File: src/rtl/cbd_pkg.sv
// Shared constants, FSM state encoding and the centred-binomial coefficient map
// used by the streaming CBD sampler and its per-lane coefficient units.
package cbd_pkg;

    localparam int CBD_Q      = 3329;
    localparam int CBD_COEF_W = 12;
    localparam int CBD_N_COEF = 256;

    typedef enum logic [1:0] {
        ST_IDLE = 2'd0,
        ST_RUN  = 2'd1,
        ST_FIN  = 2'd2
    } state_t;

    // Maps the signed difference a-b into [0,q): non-negative results pass
    // through, negative ones wrap to q-(b-a).
    function automatic int unsigned cbd_coef(input int unsigned a,
                                             input int unsigned b,
                                             input int unsigned q = CBD_Q);
        int unsigned r;
        if (a >= b) begin
            r = a - b;
        end else begin
            r = q - (b - a);
        end
        return r;
    endfunction

endpackage

File: src/rtl/cbd_lane.sv
// One sampler lane: turns a 2*ETA-bit field into a coefficient in [0,Q).
// The low ETA bits count positively and the high ETA bits count negatively.
module cbd_lane
    import cbd_pkg::*;
#(
    parameter int ETA    = 2,
    parameter int COEF_W = CBD_COEF_W,
    parameter int Q      = CBD_Q
) (
    input  logic [2*ETA-1:0]  field,
    output logic [COEF_W-1:0] coef
);

    int unsigned pos_cnt;
    int unsigned neg_cnt;

    // Popcount both halves of the field and fold the difference into [0,Q).
    always_comb begin
        pos_cnt = 0;
        neg_cnt = 0;
        for (int i = 0; i < ETA; i++) begin
            pos_cnt = pos_cnt + 32'(field[i]);
            neg_cnt = neg_cnt + 32'(field[ETA+i]);
        end
        coef = COEF_W'(cbd_coef(pos_cnt, neg_cnt, Q));
    end

endmodule

File: src/rtl/cbd_stream_sampler.sv
// Streaming centred-binomial sampler. Source words are appended into a bit
// accumulator at the current fill level; whole beats of LANES fields are
// drained from the bottom, converted in parallel and registered onto a
// valid/ready output stream. The accumulator is one beat wider than a source
// word so a word can be appended while a partial beat (ETA=3) is still held.
module cbd_stream_sampler
    import cbd_pkg::*;
#(
    parameter int ETA    = 2,
    parameter int IN_W   = 64,
    parameter int LANES  = 4,
    parameter int COEF_W = CBD_COEF_W,
    parameter int Q      = CBD_Q,
    parameter int N_COEF = CBD_N_COEF,
    parameter int ADDR_W = 8
) (
    input  logic                      clk,
    input  logic                      reset,
    input  logic                      start,
    input  logic [ADDR_W-1:0]         base_addr,
    output logic [ADDR_W-1:0]         rd_addr,
    input  logic [IN_W-1:0]           in_data,
    input  logic                      in_valid,
    output logic                      in_ready,
    output logic [LANES*COEF_W-1:0]   out_coef,
    output logic                      out_valid,
    input  logic                      out_ready,
    output logic                      busy,
    output logic                      done
);

    localparam int FIELD_W   = 2 * ETA;
    localparam int BEAT_BITS = FIELD_W * LANES;
    localparam int N_WORDS   = N_COEF * FIELD_W / IN_W;
    localparam int N_BEATS   = N_COEF / LANES;
    localparam int BUF_W     = IN_W + BEAT_BITS;
    localparam int CNT_W     = $clog2(BUF_W + 1);
    localparam int WCNT_W    = $clog2(N_WORDS + 1);
    localparam int BCNT_W    = $clog2(N_BEATS + 1);

    localparam logic [CNT_W-1:0]  BEAT_BITS_C = CNT_W'(BEAT_BITS);
    localparam logic [CNT_W-1:0]  IN_W_CNT_C  = CNT_W'(IN_W);
    localparam logic [CNT_W:0]    IN_W_C      = (CNT_W + 1)'(IN_W);
    localparam logic [CNT_W:0]    BUF_W_C     = (CNT_W + 1)'(BUF_W);
    localparam logic [WCNT_W-1:0] N_WORDS_C   = WCNT_W'(N_WORDS);
    localparam logic [BCNT_W-1:0] LAST_BEAT_C = BCNT_W'(N_BEATS - 1);

    if ((ETA != 2) && (ETA != 3)) begin : g_bad_eta
        $error("cbd_stream_sampler: ETA must be 2 or 3");
    end
    if ((N_COEF % LANES) != 0) begin : g_bad_lanes
        $error("cbd_stream_sampler: N_COEF must be a multiple of LANES");
    end
    if (((N_COEF * FIELD_W) % IN_W) != 0) begin : g_bad_words
        $error("cbd_stream_sampler: total field bits must be a multiple of IN_W");
    end

    state_t                    state_q, state_d;
    logic [ADDR_W-1:0]         rd_addr_q, rd_addr_d;
    logic [WCNT_W-1:0]         words_q, words_d;
    logic [BCNT_W-1:0]         beats_q, beats_d;
    logic [BUF_W-1:0]          acc_q, acc_d;
    logic [CNT_W-1:0]          bit_cnt_q, bit_cnt_d;
    logic [LANES*COEF_W-1:0]   out_coef_q, out_coef_d;
    logic                      out_valid_q, out_valid_d;
    logic                      busy_q, busy_d;
    logic                      done_q, done_d;

    logic                      beat_fire;
    logic                      word_fire;
    logic                      beat_accept;
    logic                      in_ready_c;
    logic [CNT_W-1:0]          drained_cnt;
    logic [BUF_W-1:0]          drained_acc;
    logic [BUF_W-1:0]          appended;
    logic [LANES*COEF_W-1:0]   lane_coef;

    for (genvar k = 0; k < LANES; k++) begin : g_lane
        cbd_lane #(
            .ETA    (ETA),
            .COEF_W (COEF_W),
            .Q      (Q)
        ) u_lane (
            .field (acc_q[k*FIELD_W +: FIELD_W]),
            .coef  (lane_coef[k*COEF_W +: COEF_W])
        );
    end

    // Handshake decisions: drain first, then decide if a word fits above what remains.
    always_comb begin
        beat_fire   = (state_q == ST_RUN) && (bit_cnt_q >= BEAT_BITS_C) &&
                      (!out_valid_q || out_ready);
        drained_cnt = beat_fire ? (bit_cnt_q - BEAT_BITS_C) : bit_cnt_q;
        drained_acc = beat_fire ? (acc_q >> BEAT_BITS) : acc_q;
        in_ready_c  = (state_q == ST_RUN) && (words_q < N_WORDS_C) &&
                      (({1'b0, drained_cnt} + IN_W_C) <= BUF_W_C);
        word_fire   = in_valid && in_ready_c;
        beat_accept = (state_q == ST_RUN) && out_valid_q && out_ready;
        appended    = word_fire ? (BUF_W'(in_data) << drained_cnt) : '0;
    end

    // Next-state for the control FSM, counters, accumulator and output register.
    always_comb begin
        state_d     = state_q;
        rd_addr_d   = rd_addr_q;
        words_d     = words_q;
        beats_d     = beats_q;
        acc_d       = acc_q;
        bit_cnt_d   = bit_cnt_q;
        out_coef_d  = out_coef_q;
        out_valid_d = out_valid_q;
        busy_d      = busy_q;
        done_d      = 1'b0;
        case (state_q)
            ST_IDLE: begin
                out_coef_d  = '0;
                out_valid_d = 1'b0;
                if (start) begin
                    state_d   = ST_RUN;
                    rd_addr_d = base_addr;
                    words_d   = '0;
                    beats_d   = '0;
                    acc_d     = '0;
                    bit_cnt_d = '0;
                    busy_d    = 1'b1;
                end
            end
            ST_RUN: begin
                acc_d     = drained_acc | appended;
                bit_cnt_d = drained_cnt + (word_fire ? IN_W_CNT_C : '0);
                if (word_fire) begin
                    rd_addr_d = rd_addr_q + ADDR_W'(1);
                    words_d   = words_q + WCNT_W'(1);
                end
                if (beat_fire) begin
                    out_coef_d  = lane_coef;
                    out_valid_d = 1'b1;
                end else if (out_ready) begin
                    out_valid_d = 1'b0;
                end
                if (beat_accept) begin
                    beats_d = beats_q + BCNT_W'(1);
                    if (beats_q == LAST_BEAT_C) begin
                        state_d = ST_FIN;
                        busy_d  = 1'b0;
                        done_d  = 1'b1;
                    end
                end
            end
            ST_FIN: begin
                state_d     = ST_IDLE;
                out_coef_d  = '0;
                out_valid_d = 1'b0;
            end
            default: begin
                state_d = ST_IDLE;
            end
        endcase
    end

    // State register; reset discards any partially sampled polynomial.
    always_ff @(posedge clk or posedge reset) begin
        if (reset) begin
            state_q     <= ST_IDLE;
            rd_addr_q   <= '0;
            words_q     <= '0;
            beats_q     <= '0;
            acc_q       <= '0;
            bit_cnt_q   <= '0;
            out_coef_q  <= '0;
            out_valid_q <= 1'b0;
            busy_q      <= 1'b0;
            done_q      <= 1'b0;
        end else begin
            state_q     <= state_d;
            rd_addr_q   <= rd_addr_d;
            words_q     <= words_d;
            beats_q     <= beats_d;
            acc_q       <= acc_d;
            bit_cnt_q   <= bit_cnt_d;
            out_coef_q  <= out_coef_d;
            out_valid_q <= out_valid_d;
            busy_q      <= busy_d;
            done_q      <= done_d;
        end
    end

    assign rd_addr   = rd_addr_q;
    assign in_ready  = in_ready_c;
    assign out_coef  = out_coef_q;
    assign out_valid = out_valid_q;
    assign busy      = busy_q;
    assign done      = done_q;

endmodule

File: config.mk
export PLATFORM = sky130hd
export DESIGN_NAME = cbd_stream_sampler
export DESIGN_NICKNAME = d
export VERILOG_FILES = /design/src/rtl/cbd_pkg.sv /design/src/rtl/cbd_lane.sv /design/src/rtl/cbd_stream_sampler.sv
export SDC_FILE = /design/constraint.sdc
export NUM_CORES = 1
export LEC_CHECK = 0
export CAP_MARGIN = 20
export CORE_ASPECT_RATIO = 1.5
export CORE_MARGIN = 2
export CORE_UTILIZATION = 35
export DETAILED_ROUTE_END_ITERATION = 8
export GPL_TIMING_DRIVEN = 0
export HOLD_SLACK_MARGIN = 0.05
export SYNTH_ARGS = -nofsm -noshare
export SYNTH_HDL_FRONTEND = slang
export SYNTH_SLANG_ARGS = --single-unit
export TNS_END_PERCENT = 30
File: constraint.sdc
create_clock -name clk -period 6.2 [get_ports clk]
set_clock_uncertainty 0.15 [all_clocks]
set_input_delay 0.93 -clock clk [delete_from_list [all_inputs] [get_ports clk]]
set_output_delay 0.93 -clock clk [all_outputs]
set_load 0.1 [all_outputs]
==> summary.txt <==
Power and ir drop
  – Peak supply drop: 0.000248 V
  – Logic gate share of total power: 62.3%
  – Leak: 4.71 nW
  – Sequential share of power: 23.0%
  – Switching power: 3.46 mW
  – Sw Ratio: 50.1%
  – Power Density: 651 mW/mm^2
  – Cell Int Power: 3.44 mW
  – Clock Power Share: 14.7%

Cells and area
  – P&R area growth vs syn: 28.9%
  – # fillers: 2257
  – Final core utilization: 45.9%
  – Antenna cells: 0
  – Total Nets Final: 1148
  – Layout cells sized above 1: 9.56%

Timing
  – Endpoints failing setup: 0
  – Slew Limit Headroom: 34.0%
  – Hold Fails Final Rpt: 0
  – Pins Over Slew Limit: 0
  – Worst-Margin Slew: 0.987 ns
  – Minimum clock period: 4.86 ns
  – Max frequency: 206 MHz
  – Setup slack after layout: 1.34 ns
  – RSZ-0062 raised after global routing: false
  – WHS: 0.333 ns
  – Fin crit share: 78.3%

Drt
  – DRT Pass-1 Iters: 5
  – Drc violations: 0
  – Wire length per cell: 18.6 microns
  – Routed vias: 7268
  – Post-DR vias/cell: 5.34
  – Detailed Route Iter0 Violations: 459
  – Routed Wire Length: 25300 microns
  – Post-DRT Antenna Nets: 0

Synth
  – Top FF cell, synth: dfrtp_1
  – Synth async-reset ratio: 100%
  – Register bit count reported by yosys: 136
  – Number of synthesized flops with an enable pin: 0
  – Syn Area/Cell: 9.38 sq um
  – Commonest cells in the netlist: 136 x dfrtp_1, 84 x mux2i_1, 75 x nand2_1
  – Post-synth top area cell: dfrtp_1
  – Top-count cell post-synth: dfrtp_1
  – Syn_nets: 991
  – Mapped Area: 0.00822 sq mm
  – Synth cell types: 57
  – Top cells by area, synth: dfrtp_1 41%, mux2i_1 10%, ha_1 5.2%
  – Top-area cell type share of the netlist area: 41.4%
  – Seq/Total Area, Yosys: 41.4%
  – Syn Inst Count: 876
  – YS warnings: 0

Floorplan
  – Die Ht: 192 microns
  – Initial Util: 35.6%
  – Die X-Extent: 129 microns
  – Placeable core area: 0.0231 sq mm
  – I/O pin cnt: 137
  – Die Area: 0.0247 sq mm
  – Row cnt: 68

CTS
  – Post_cts resized: 0
  – Num CTS Buffers: 17
  – Hold_buf cts: 0
  – TritonCTS clock tree: built
  – CTS Sinks: 136
  – Longest Clk Path Bufs: 2
  – Worst-Skew Late Latency: 0.43 ns
  – CTS Root Buffer Type: clkbuf_16
  – Worst-path clk slew: 0.06 ns
  – H-tree depth: 4
  – # Post-CTS Setup Buffers: 0

Worst setup path
  – CP most frequent cell: clkdlybuf4s50_1
  – Required @ worst endpoint: 5.12 ns
  – Delay-heaviest family, CP: buffers and inverters
  – Critical-path cell list: clkdlybuf4s50_1, nor2b_2, or3_1, buf_6, buf_8, o21ai_1, clkdlybuf4s50_1
  – CP startpoint kind: primary input
  – Critical R2R Launch: bit_cnt_q[5]
  – WP data arrival: 3.78 ns
  – CP Launch Point: out_ready
  – Critical path's slowest cell: clkdlybuf4s50_1
  – Setup CP Type: primary input to output pin
  – CP max stage delay: 1.18 ns
  – Buf/Inv on CP: 4
  – CP Capture Type: output pin
  – Worst Path Max Fanout: 10

GRT
  – GR Util All Layers: 20.8%
  – Global-route wire length before repair: 39200 microns
  – Vias in the first global route: 7024
  – Largest net degree at the start of global routing: 82
  – Grt ovf: 0
  – Initial antenna violation count: 0

Outcome
  – Run status: finished clean

Min path
  – Hold Startpoint: acc_q[74]
  – Worst hold-check path type: flop to flop

Place
  – GPL Wtd Cong: 0.897
  – Pre-CTS WS: 1.29 ns
  – PortBufs: 136
  – Post-DP HPWL: 19000 microns

Job
  – MaxCap Viol Count: 0
-- sequential cells by signal, summed over array words and instances (netlist names) --
signal	cells
beats_q	7
busy	1
words_q	5
acc_q	80
state_q	2
out_coef	28
rd_addr	8
out_valid	1
done	1
bit_cnt_q	3
-- cell families after synthesis --
| group | share of synthesized area [%] |
|---|---|
| compound gates | 18.0 |
| xor+xnor | 0.640 |
| fa+ha+maj | 6.15 |
| buf+inv | 7.04 |
| flops | 41.4 |
| mux | 10.4 |
| simple gates | 16.3 |
-- cell type report --
cell class                 count  area [sq um]  share of cell area [%]
sequential                   136          3400                    32.1
clock inverter                12           126                    1.19
inverter                      30           118                    1.11
buffer                        86           465                    4.39
timing repair buffer         138          1390                    13.2
clock buffer                  20           457                    4.31
multi-input combinational    624          4230                    40.0
tap                          315           394                    3.72
-- metrics by stage --
| stage | TNS (ns) | total power [mW] | std cells | area [sq um] |
|---|---|---|---|---|
| CTS | 0 | 6.92 | 1360 | 10600 |
| finish | 0 | 6.89 | 1361 | 10600 |
| global placement | -90.92 | 5.83 | 1327 | 9970 |
| detailed placement | 0 | 5.88 | 1328 | 10000 |
| floorplan | 0 | 4.85 | 876 | 8220 |
| global route | 0 | 7.39 | 1361 | 10600 |
-- final timing paths --
kind | endpoint | slack [ns] | depth (start not counted)
setup / recovery | in_ready | 1.34 | 7
hold / removal | acc_q[74] | 0.33 | 2
setup reg to reg | acc_q[79] | 3.07 | 10
hold reg to reg | acc_q[74] | 0.33 | 2
max in group asynchronous | done | 4.26 | 3
min in group asynchronous | out_coef[45] | 0.80 | 2
-- cells in the final DEF, fill, tap and decap left out, types with 3 or more instances in the layout --
| master | instances |
|---|---|
| a31oi_1 | 4 |
| buf_4 | 23 |
| a32oi_1 | 15 |
| and3_1 | 19 |
| a211oi_1 | 4 |
| ha_1 | 34 |
| nand2_1 | 75 |
| clkbuf_16 | 17 |
| buf_2 | 25 |
| nand3_1 | 38 |
| o21ai_1 | 4 |
| fa_1 | 4 |
| xor2_1 | 4 |
| a221oi_1 | 16 |
| nor3_1 | 16 |
| a21oi_1 | 52 |
| o21ai_0 | 55 |
| clkbuf_1 | 31 |
| inv_1 | 29 |
| clkinvlp_4 | 5 |
| o22ai_1 | 34 |
| o211ai_1 | 3 |
| mux2i_1 | 84 |
| buf_1 | 6 |
| or3_1 | 5 |
| nor2_1 | 63 |
| a21boi_0 | 3 |
| a221o_1 | 16 |
| clkinv_2 | 4 |
| dfrtp_1 | 136 |
| a31o_2 | 4 |
| nor2b_1 | 3 |
| and2_1 | 32 |
| nand2b_1 | 3 |
| o31ai_1 | 5 |
| clkdlybuf4s50_1 | 136 |
-- worst reg2reg max path, stage by stage (launching register included) --
cell	delay, ns
dfrtp_1	0.38
buf_2	0.31
inv_1	0.16
ha_1	0.25
nor4_4	0.39
or3_1	0.22
buf_6	0.17
clkbuf_1	0.51
nor3_1	0.11
a221oi_1	0.25
o21ai_0	0.11
-- per-layer routing --
metal	vias up	wire length [microns]	global-route usage, %
met2	230	12900	36.5
li1	3469	-	-
met3	36	1000	2.98
met5	-	0	0
met4	0	689	8.57
met1	3533	10700	25.5
-- power by group through the flow --
stage	Combinational (mW)	Clock, mW	Sequential [mW]
after floorplan	2.68	0	2.17
after global placement	4.24	0	1.58
after detailed placement	4.29	0	1.59
after CTS	4.31	1.03	1.58
after global routing	4.70	1.06	1.63
final	4.30	1.01	1.59
(Power assumes the default switching activity.)
